File: config.mk
export PLATFORM = sky130hd
export DESIGN_NAME = store_align_unit
export DESIGN_NICKNAME = d
export VERILOG_FILES = /design/src/rtl/lsu_pkg.sv /design/src/rtl/shift_left.sv /design/src/rtl/store_align_unit.sv
export SDC_FILE = /design/constraint.sdc
export NUM_CORES = 1
export LEC_CHECK = 0
export ABC_AREA = 1
export ABC_CLOCK_PERIOD_IN_PS = 6500
export CAP_MARGIN = 25
export CORE_UTILIZATION = 42
export CTS_BUF_LIST = sky130_fd_sc_hd__clkbuf_4 sky130_fd_sc_hd__clkbuf_8 sky130_fd_sc_hd__clkbuf_16
export DETAILED_ROUTE_END_ITERATION = 8
export MAX_ROUTING_LAYER = met4
export PLACE_DENSITY = 0.77
export SYNTH_ARGS = -nofsm -noshare
export SYNTH_HDL_FRONTEND = slang
export SYNTH_SLANG_ARGS = --single-unit
File: constraint.sdc
create_clock -name clk -period 6.5 [get_ports clk]
set_input_delay 1.3 -clock clk [delete_from_list [all_inputs] [get_ports clk]]
set_output_delay 1.3 -clock clk [all_outputs]
set_load 0.005 [all_outputs]
File: src/rtl/lsu_pkg.sv
// rtl/lsu_pkg.sv - shared types and lane-mask constants for the store aligner
package lsu_pkg;

  typedef enum logic [1:0] {
    SZ_BYTE = 2'b00,
    SZ_HALF = 2'b01,
    SZ_WORD = 2'b10,
    SZ_ILL  = 2'b11
  } store_size_e;

  typedef enum logic [1:0] {
    IDLE,
    LOW,
    HIGH,
    ERR
  } sa_state_e;

  localparam logic [3:0] MASK_B = 4'b0001;
  localparam logic [3:0] MASK_H = 4'b0011;
  localparam logic [3:0] MASK_W = 4'b1111;

  function automatic logic [3:0] base_mask(input store_size_e sz);
    case (sz)
      SZ_BYTE: base_mask = MASK_B;
      SZ_HALF: base_mask = MASK_H;
      SZ_WORD: base_mask = MASK_W;
      default: base_mask = 4'b0000;
    endcase
  endfunction

endpackage

File: src/rtl/shift_left.sv
// rtl/shift_left.sv - 32-bit logical left shifter used for low-word lane alignment
module shift_left (
  input  logic [31:0] data_i,
  input  logic [4:0]  shift_amount,
  output logic [31:0] data_o
);

  assign data_o = data_i << shift_amount;

endmodule

File: src/rtl/store_align_unit.sv
// rtl/store_align_unit.sv - lane-aligns a store and issues one or two word writes
module store_align_unit
  import lsu_pkg::*;
(
  input  logic        clk,
  input  logic        rst,
  input  logic        req_valid,
  output logic        req_ready,
  input  logic [31:0] req_addr,
  input  logic [31:0] req_data,
  input  logic [1:0]  req_size,
  output logic        mem_valid,
  input  logic        mem_ready,
  output logic [31:0] mem_addr,
  output logic [31:0] mem_wdata,
  output logic [3:0]  mem_bmask,
  output logic        done,
  output logic        err
);

  sa_state_e   state_q, state_d;
  logic        mem_valid_q, mem_valid_d;
  logic [31:0] mem_addr_q, mem_addr_d;
  logic [31:0] mem_wdata_q, mem_wdata_d;
  logic [3:0]  mem_bmask_q, mem_bmask_d;
  logic [31:0] hi_data_q, hi_data_d;
  logic [3:0]  hi_mask_q, hi_mask_d;
  logic        done_q, done_d;
  logic        err_q, err_d;

  store_size_e req_sz;
  logic [1:0]  off;
  logic [31:0] data_m;
  logic [31:0] lo_word;
  logic [31:0] hi_word;
  logic [5:0]  hi_shamt;
  logic [7:0]  mask8;

  assign req_sz = store_size_e'(req_size);
  assign off    = req_addr[1:0];

  always_comb begin
    data_m = req_data;
    case (req_sz)
      SZ_BYTE: data_m = {24'b0, req_data[7:0]};
      SZ_HALF: data_m = {16'b0, req_data[15:0]};
      default: data_m = req_data;
    endcase
  end

  shift_left u_shift_left (
    .data_i       (data_m),
    .shift_amount ({off, 3'b000}),
    .data_o       (lo_word)
  );

  // Bytes pushed past lane 3 land in the next word; nothing spills when off is 0.
  assign hi_shamt = 6'd32 - {1'b0, off, 3'b000};
  assign hi_word  = (off == 2'b00) ? 32'b0 : (data_m >> hi_shamt);
  assign mask8    = {4'b0000, base_mask(req_sz)} << off;

  always_ff @(posedge clk or posedge rst) begin
    if (rst) begin
      state_q     <= IDLE;
      mem_valid_q <= 1'b0;
      mem_addr_q  <= 32'b0;
      mem_wdata_q <= 32'b0;
      mem_bmask_q <= 4'b0;
      hi_data_q   <= 32'b0;
      hi_mask_q   <= 4'b0;
      done_q      <= 1'b0;
      err_q       <= 1'b0;
    end else begin
      state_q     <= state_d;
      mem_valid_q <= mem_valid_d;
      mem_addr_q  <= mem_addr_d;
      mem_wdata_q <= mem_wdata_d;
      mem_bmask_q <= mem_bmask_d;
      hi_data_q   <= hi_data_d;
      hi_mask_q   <= hi_mask_d;
      done_q      <= done_d;
      err_q       <= err_d;
    end
  end

  always_comb begin
    state_d     = state_q;
    mem_valid_d = mem_valid_q;
    mem_addr_d  = mem_addr_q;
    mem_wdata_d = mem_wdata_q;
    mem_bmask_d = mem_bmask_q;
    hi_data_d   = hi_data_q;
    hi_mask_d   = hi_mask_q;
    done_d      = 1'b0;
    err_d       = 1'b0;
    case (state_q)
      IDLE: begin
        if (req_valid) begin
          if (req_sz == SZ_ILL) begin
            state_d = ERR;
            err_d   = 1'b1;
          end else begin
            state_d     = LOW;
            mem_valid_d = 1'b1;
            mem_addr_d  = {req_addr[31:2], 2'b00};
            mem_wdata_d = lo_word;
            mem_bmask_d = mask8[3:0];
            hi_data_d   = hi_word;
            hi_mask_d   = mask8[7:4];
          end
        end
      end
      LOW: begin
        if (mem_ready) begin
          if (|hi_mask_q) begin
            state_d     = HIGH;
            mem_addr_d  = mem_addr_q + 32'd4;
            mem_wdata_d = hi_data_q;
            mem_bmask_d = hi_mask_q;
          end else begin
            state_d     = IDLE;
            mem_valid_d = 1'b0;
            done_d      = 1'b1;
          end
        end
      end
      HIGH: begin
        if (mem_ready) begin
          state_d     = IDLE;
          mem_valid_d = 1'b0;
          done_d      = 1'b1;
        end
      end
      default: state_d = IDLE;
    endcase
  end

  assign req_ready = (state_q == IDLE);
  assign mem_valid = mem_valid_q;
  assign mem_addr  = mem_addr_q;
  assign mem_wdata = mem_wdata_q;
  assign mem_bmask = mem_bmask_q;
  assign done      = done_q;
  assign err       = err_q;

endmodule

* After elaboration in Yosys (flattened, before gate mapping) *
Cells that the tools add are included.

operators by class
  shifts and indexed selects = 3
  add/sub/neg operators = 2
  multiplexer cells = 37
  reduce and logical (&&, ||, !) cells = 10
  bitwise gates (word level) = 1
  eq/ne operators = 11

operators with widths
  kind                                                                    count
  32-bit two-way mux                                                      9
  32-bit one-hot mux with 2 select lines                                  3
  32-bit by 3-bit adder with 32-bit output (second input constant)        1
  32-bit by 5-bit left shift with 32-bit output                           1
  32-bit by 6-bit right shift with 32-bit output                          1
  4-bit two-way mux                                                       4
  2-bit inequality test (second input constant)                           6
  4-bit one-hot mux with 3 select lines                                   1
  1-bit two-way mux                                                       11
  2-bit two-way mux                                                       5
  4-bit one-hot mux with 2 select lines                                   1
  4-bit by 2-bit left shift with 8-bit output                             1
  2-bit equality test (second input constant)                             3
  2-bit logical NOT                                                       3
  2-bit one-hot mux with 3 select lines                                   1
  3-bit AND reduction                                                     2
  6-bit AND reduction                                                     1
  6-bit by 5-bit subtractor with 6-bit output (first input constant)      1
  5-bit AND reduction                                                     1
  2-bit by 1-bit equality test with 1-bit output (second input constant)  2
  4-bit OR reduction                                                      1
  1-bit one-hot mux with 3 select lines                                   1
  3-bit nonzero test                                                      1
  1-bit one-hot mux with 2 select lines                                   1
  other kinds (2)                                                         2

storage, ports and cells
  input port bits = 70
  register bits = 109
  output and inout port bits = 72

* Logic depth before layout (Yosys ltp) *
  word-level depth = 6
  depth in mapped cells = 12
  depth with buffers taken out = 11

* Hierarchy *
A second synthesis with hierarchy kept.

unflattened totals
  cells, all modules = 1,268
  area total of the unflattened synthesis = 7,817.5 um2

modules (own cells, without submodules)
  module            cells each  times used  seq. area each (um2)  area an instance (um2)
  store_align_unit  903         1           2,652.5               6,202.2
  shift_left        365         1           0.0                   1,615.3

* Worst setup path before layout *
OpenSTA, ideal clock, no wires.

  path kind = input to register
  start point = input req_addr[0]
  end point = register hi_data_q[8]
  stages on the path = 8
  path buffers = 2
  arrival time = 2,559 ps
  library setup time = 132 ps
  data required time = 6,368 ps
  setup slack = 3,808 ps
  cells stage by stage = inv_2 -> clkbuf_1 -> ha_1 -> inv_1 -> clkbuf_1 -> nand3_1 -> nand3_1 -> o21ai_0

on the way
  word-level cells in the longest chain between the ends = 3
  elaborated cells between the ends (all ways) = 4

ends and longest elaborated chain
  what                                            RTL line                text
  start, declared                                 store_align_unit.sv:9   input logic [31:0] req_addr,
  6-bit by 5-bit subtractor with 6-bit output     store_align_unit.sv:58  assign hi_shamt = 6'd32 - {1'b0, off, 3'b000};
  32-bit by 6-bit right shift with 32-bit output  store_align_unit.sv:59  assign hi_word = (off == 2'b00) ? 32'b0 : (data_m >> hi_shamt);
  32-bit two-way mux *                            store_align_unit.sv:59
  end signal, assigned                            store_align_unit.sv:79  hi_data_q <= hi_data_d;
  end, declared                                   store_align_unit.sv:26  logic [31:0] hi_data_q, hi_data_d;

Every way passes the cells marked *; elsewhere a longest branch is shown, timed or not.
A chain may end at the register's enable or synchronous reset.

* Final worst setup path *
  start point = input req_addr[0]
  end point = register hi_data_q[30]

The elaborated chain is that of the path after synthesis.

==> results.json <==
{
  "final_layout_size_suffix_gt1_frac": 0.0468,
  "clock_latency_ns": 0.35,
  "synth_area_leader_cell": "dfrtp_1",
  "core_area_um2": 15200,
  "wl_per_cell_um": 15.3,
  "yosysWarningCount": 0,
  "numClockSinks": 106,
  "finalHoldViolations": 0,
  "p_per_area_nw_per_um2": 439,
  "status": "complete, no violations",
  "grt_pass1_wl_um": 31200,
  "syn_area_um2": 6520,
  "drc": 0,
  "worstPathMaxFanout": 42,
  "period_share": 0.659,
  "fin_cells": 1257,
  "path_cells": "clkdlybuf4s50_1 -> buf_4 -> inv_2 -> ha_1 -> inv_1 -> nand2_1 -> o21ai_0",
  "cts_setup_buffers": 0,
  "antennaDiodeCount": 0,
  "postRouteWirelength_um": 19200,
  "dp.cells": 1241,
  "crit_path_end_kind": "flop",
  "area_growth_syn_to_layout_pct": 26.4,
  "viasPerCell": 5.40,
  "setup_viol": 0,
  "tightest_slew_ns": 0.890,
  "crit_slowest_cell": "inv_1",
  "nets": 1144,
  "required_ns": 6.76,
  "p_total_w": 0.00362,
  "cts.htree.levels": 3,
  "cts_tree": "yes",
  "syn_inst": 957,
  "slew_headroom": 0.406,
  "floorplan.initialDensity": 0.429,
  "min_path_type": "flop to flop",
  "drt-pass1-iter-count": 5,
  "grt_max_degree": 73,
  "yosys.area.top_type_share": 0.407,
  "antenna_found_initial": 0,
  "arrival_ns": 4.55,
  "root_buffer": "clkbuf_16",
  "drv_cap": 0,
  "chipHeight_um": 127,
  "path_class": "primary input to flop",
  "max_stage_delay_ns": 0.65,
  "final_util": 0.542,
  "rsz0062_at_grt": "no",
  "fmax_ghz": 0.233,
  "ys_ff_latch": 106,
  "final_max_slew_viol_count": 0,
  "post_cts_resized": 0,
  "grt_pass1_vias": 6228,
  "die_area_um2": 16000,
  "ant_nets": 0,
  "post-route-min-period_ns": 4.29,
  "startpoint_type": "primary input",
  "route.vias.total": 6782,
  "place_hpwl_um": 13100,
  "place_congestion": 0.923,
  "ios": 142,
  "hold_buffers": 0,
  "finClkSkew_ns": 0.00816,
  "numCtsBuffers": 9,
  "die_w_um": 127,
  "final_common_cell": "nand2_1",
  "seq_area_frac_synth": 0.407,
  "cts.path.max_buffers": 2,
  "synth_cell_types": 35,
  "synthTopCellsByArea": "dfrtp_1 41%, nand2_1 18%, nand3_1 7.6%",
  "layout.cells.most_common_list": "316 x nand2_1, 139 x clkdlybuf4s50_1, 130 x nor2_1",
  "grt_overflow": 0,
  "portBuffers": 139,
  "reg2reg_slack_ns": 3.38,
  "finalSetupTns_ns": 0,
  "leakagePower_nw": 3.83,
  "avgSynthCellArea_um2": 6.81,
  "grt_usage": 0.253,
  "ir_drop_mv": 0.225,
  "drt-initial-drc-count": 782,
  "placementRows": 45,
  "clk_pin_slew_ns": 0.07
}
==> metal layers <==
layer | vias up | share of wire | GRT usage
li1 | 3277 | - | -
met1 | 3154 | 0.45 | 0.331
met2 | 318 | 0.46 | 0.405
met3 | 33 | 0.077 | 0.0392
met4 | 0 | 0.016 | 0.0773
met5 | - | 0 | -
==> area by class of cell <==
| cell class | count | area (um2) |
|---|---|---|
| fillers | 1455 | 6960 |
| clock inverters | 5 | 62.6 |
| inverters | 79 | 302 |
| well taps | 188 | 235 |
| flip-flops and latches | 106 | 2650 |
| multi-input cells | 724 | 3310 |
| clock buffers | 11 | 246 |
| repair buffers | 144 | 1430 |
==> stage by stage <==
step | setup slack, ns | cell area, um2 | hold WS [ns]
final | 2.21 | 8240 | 0.482
after global routing | 2.06 | 8240 | 0.501
after CTS | 2.36 | 8240 | 0.486
after detailed placement | 1.98 | 7930 | 0.466
after global placement | 2.05 | 7930 | 0.464
after floorplan | 2.41 | 6520 | 0.449
==> worst max-delay path: cells and delay by family <==
kind	cells	cell delay (ns)
AOI/OAI and AO/OA	1	0.28
buffers and inverters	4	1.85
adders and majority gates	1	0.62
and+or+nand+nor	1	0.49
==> flip-flops by register name, indices dropped and copies added (netlist names) <==
signal and flops:
mem_valid 1, err 1, mem_wdata 32, hi_data_q 32
mem_bmask 4, hi_mask_q 3, mem_addr 30, done 1
state_q 2
==> cell usage after synthesis <==
cell,count
nand2_1,316
nor2_1,130
dfrtp_1,106
nand3_1,99
inv_1,76
o21ai_0,40
a21oi_1,28
buf_2,26
o22ai_1,16
o21ai_1,15
clkbuf_1,13
a31oi_1,12
a22oi_1,10
ha_1,10
buf_4,8
o21bai_1,8
nor2_2,7
or2_2,6
nand2_2,4
nand3b_1,4
nor2_4,4
and2_1,2
buf_6,2
inv_2,2
nor3_1,2
o21a_1,2
a21boi_0,1
conb_1,1
inv_4,1
nand2_4,1
nand3_2,1
nor3_2,1
o2111ai_1,1
o211ai_1,1
o221ai_1,1
==> final timing paths <==
kind	to	cells after the start	start
max in group asynchronous	state_q[0]	3	rst
hold / removal	mem_wdata[19]	2	mem_wdata[19]
setup reg to reg	mem_wdata[31]	9	state_q[1]
min in group asynchronous	mem_addr[2]	2	rst
setup / recovery	hi_data_q[30]	7	req_addr[0]
hold reg to reg	mem_wdata[19]	2	mem_wdata[19]
==> cells by family (layout without fill, tap and decap cells) <==
| group | after synthesis | in the layout | share of synthesized area |
|---|---|---|---|
| other | 1 | 2 | 0.000575 |
| buffers and inverters | 128 | 239 | 0.0860 |
| adder cells (fa/ha/maj) | 10 | 10 | 0.0192 |
| AND/OR/NAND/NOR | 577 | 577 | 0.369 |
| AO/OA/AOI/OAI | 135 | 135 | 0.119 |
| flip-flops | 106 | 106 | 0.407 |
==> report_power, final <==
part / internal (W) / switching, W / leakage [nW] / total [W]
Sequential: 0.000954 / 0.000245 / 1.33 / 0.00120
Combinational: 0.000789 / 0.00106 / 2.36 / 0.00184
Clock: 0.000316 / 0.000257 / 0.146 / 0.000573
Note: power is estimated with default switching activity, not from simulation.
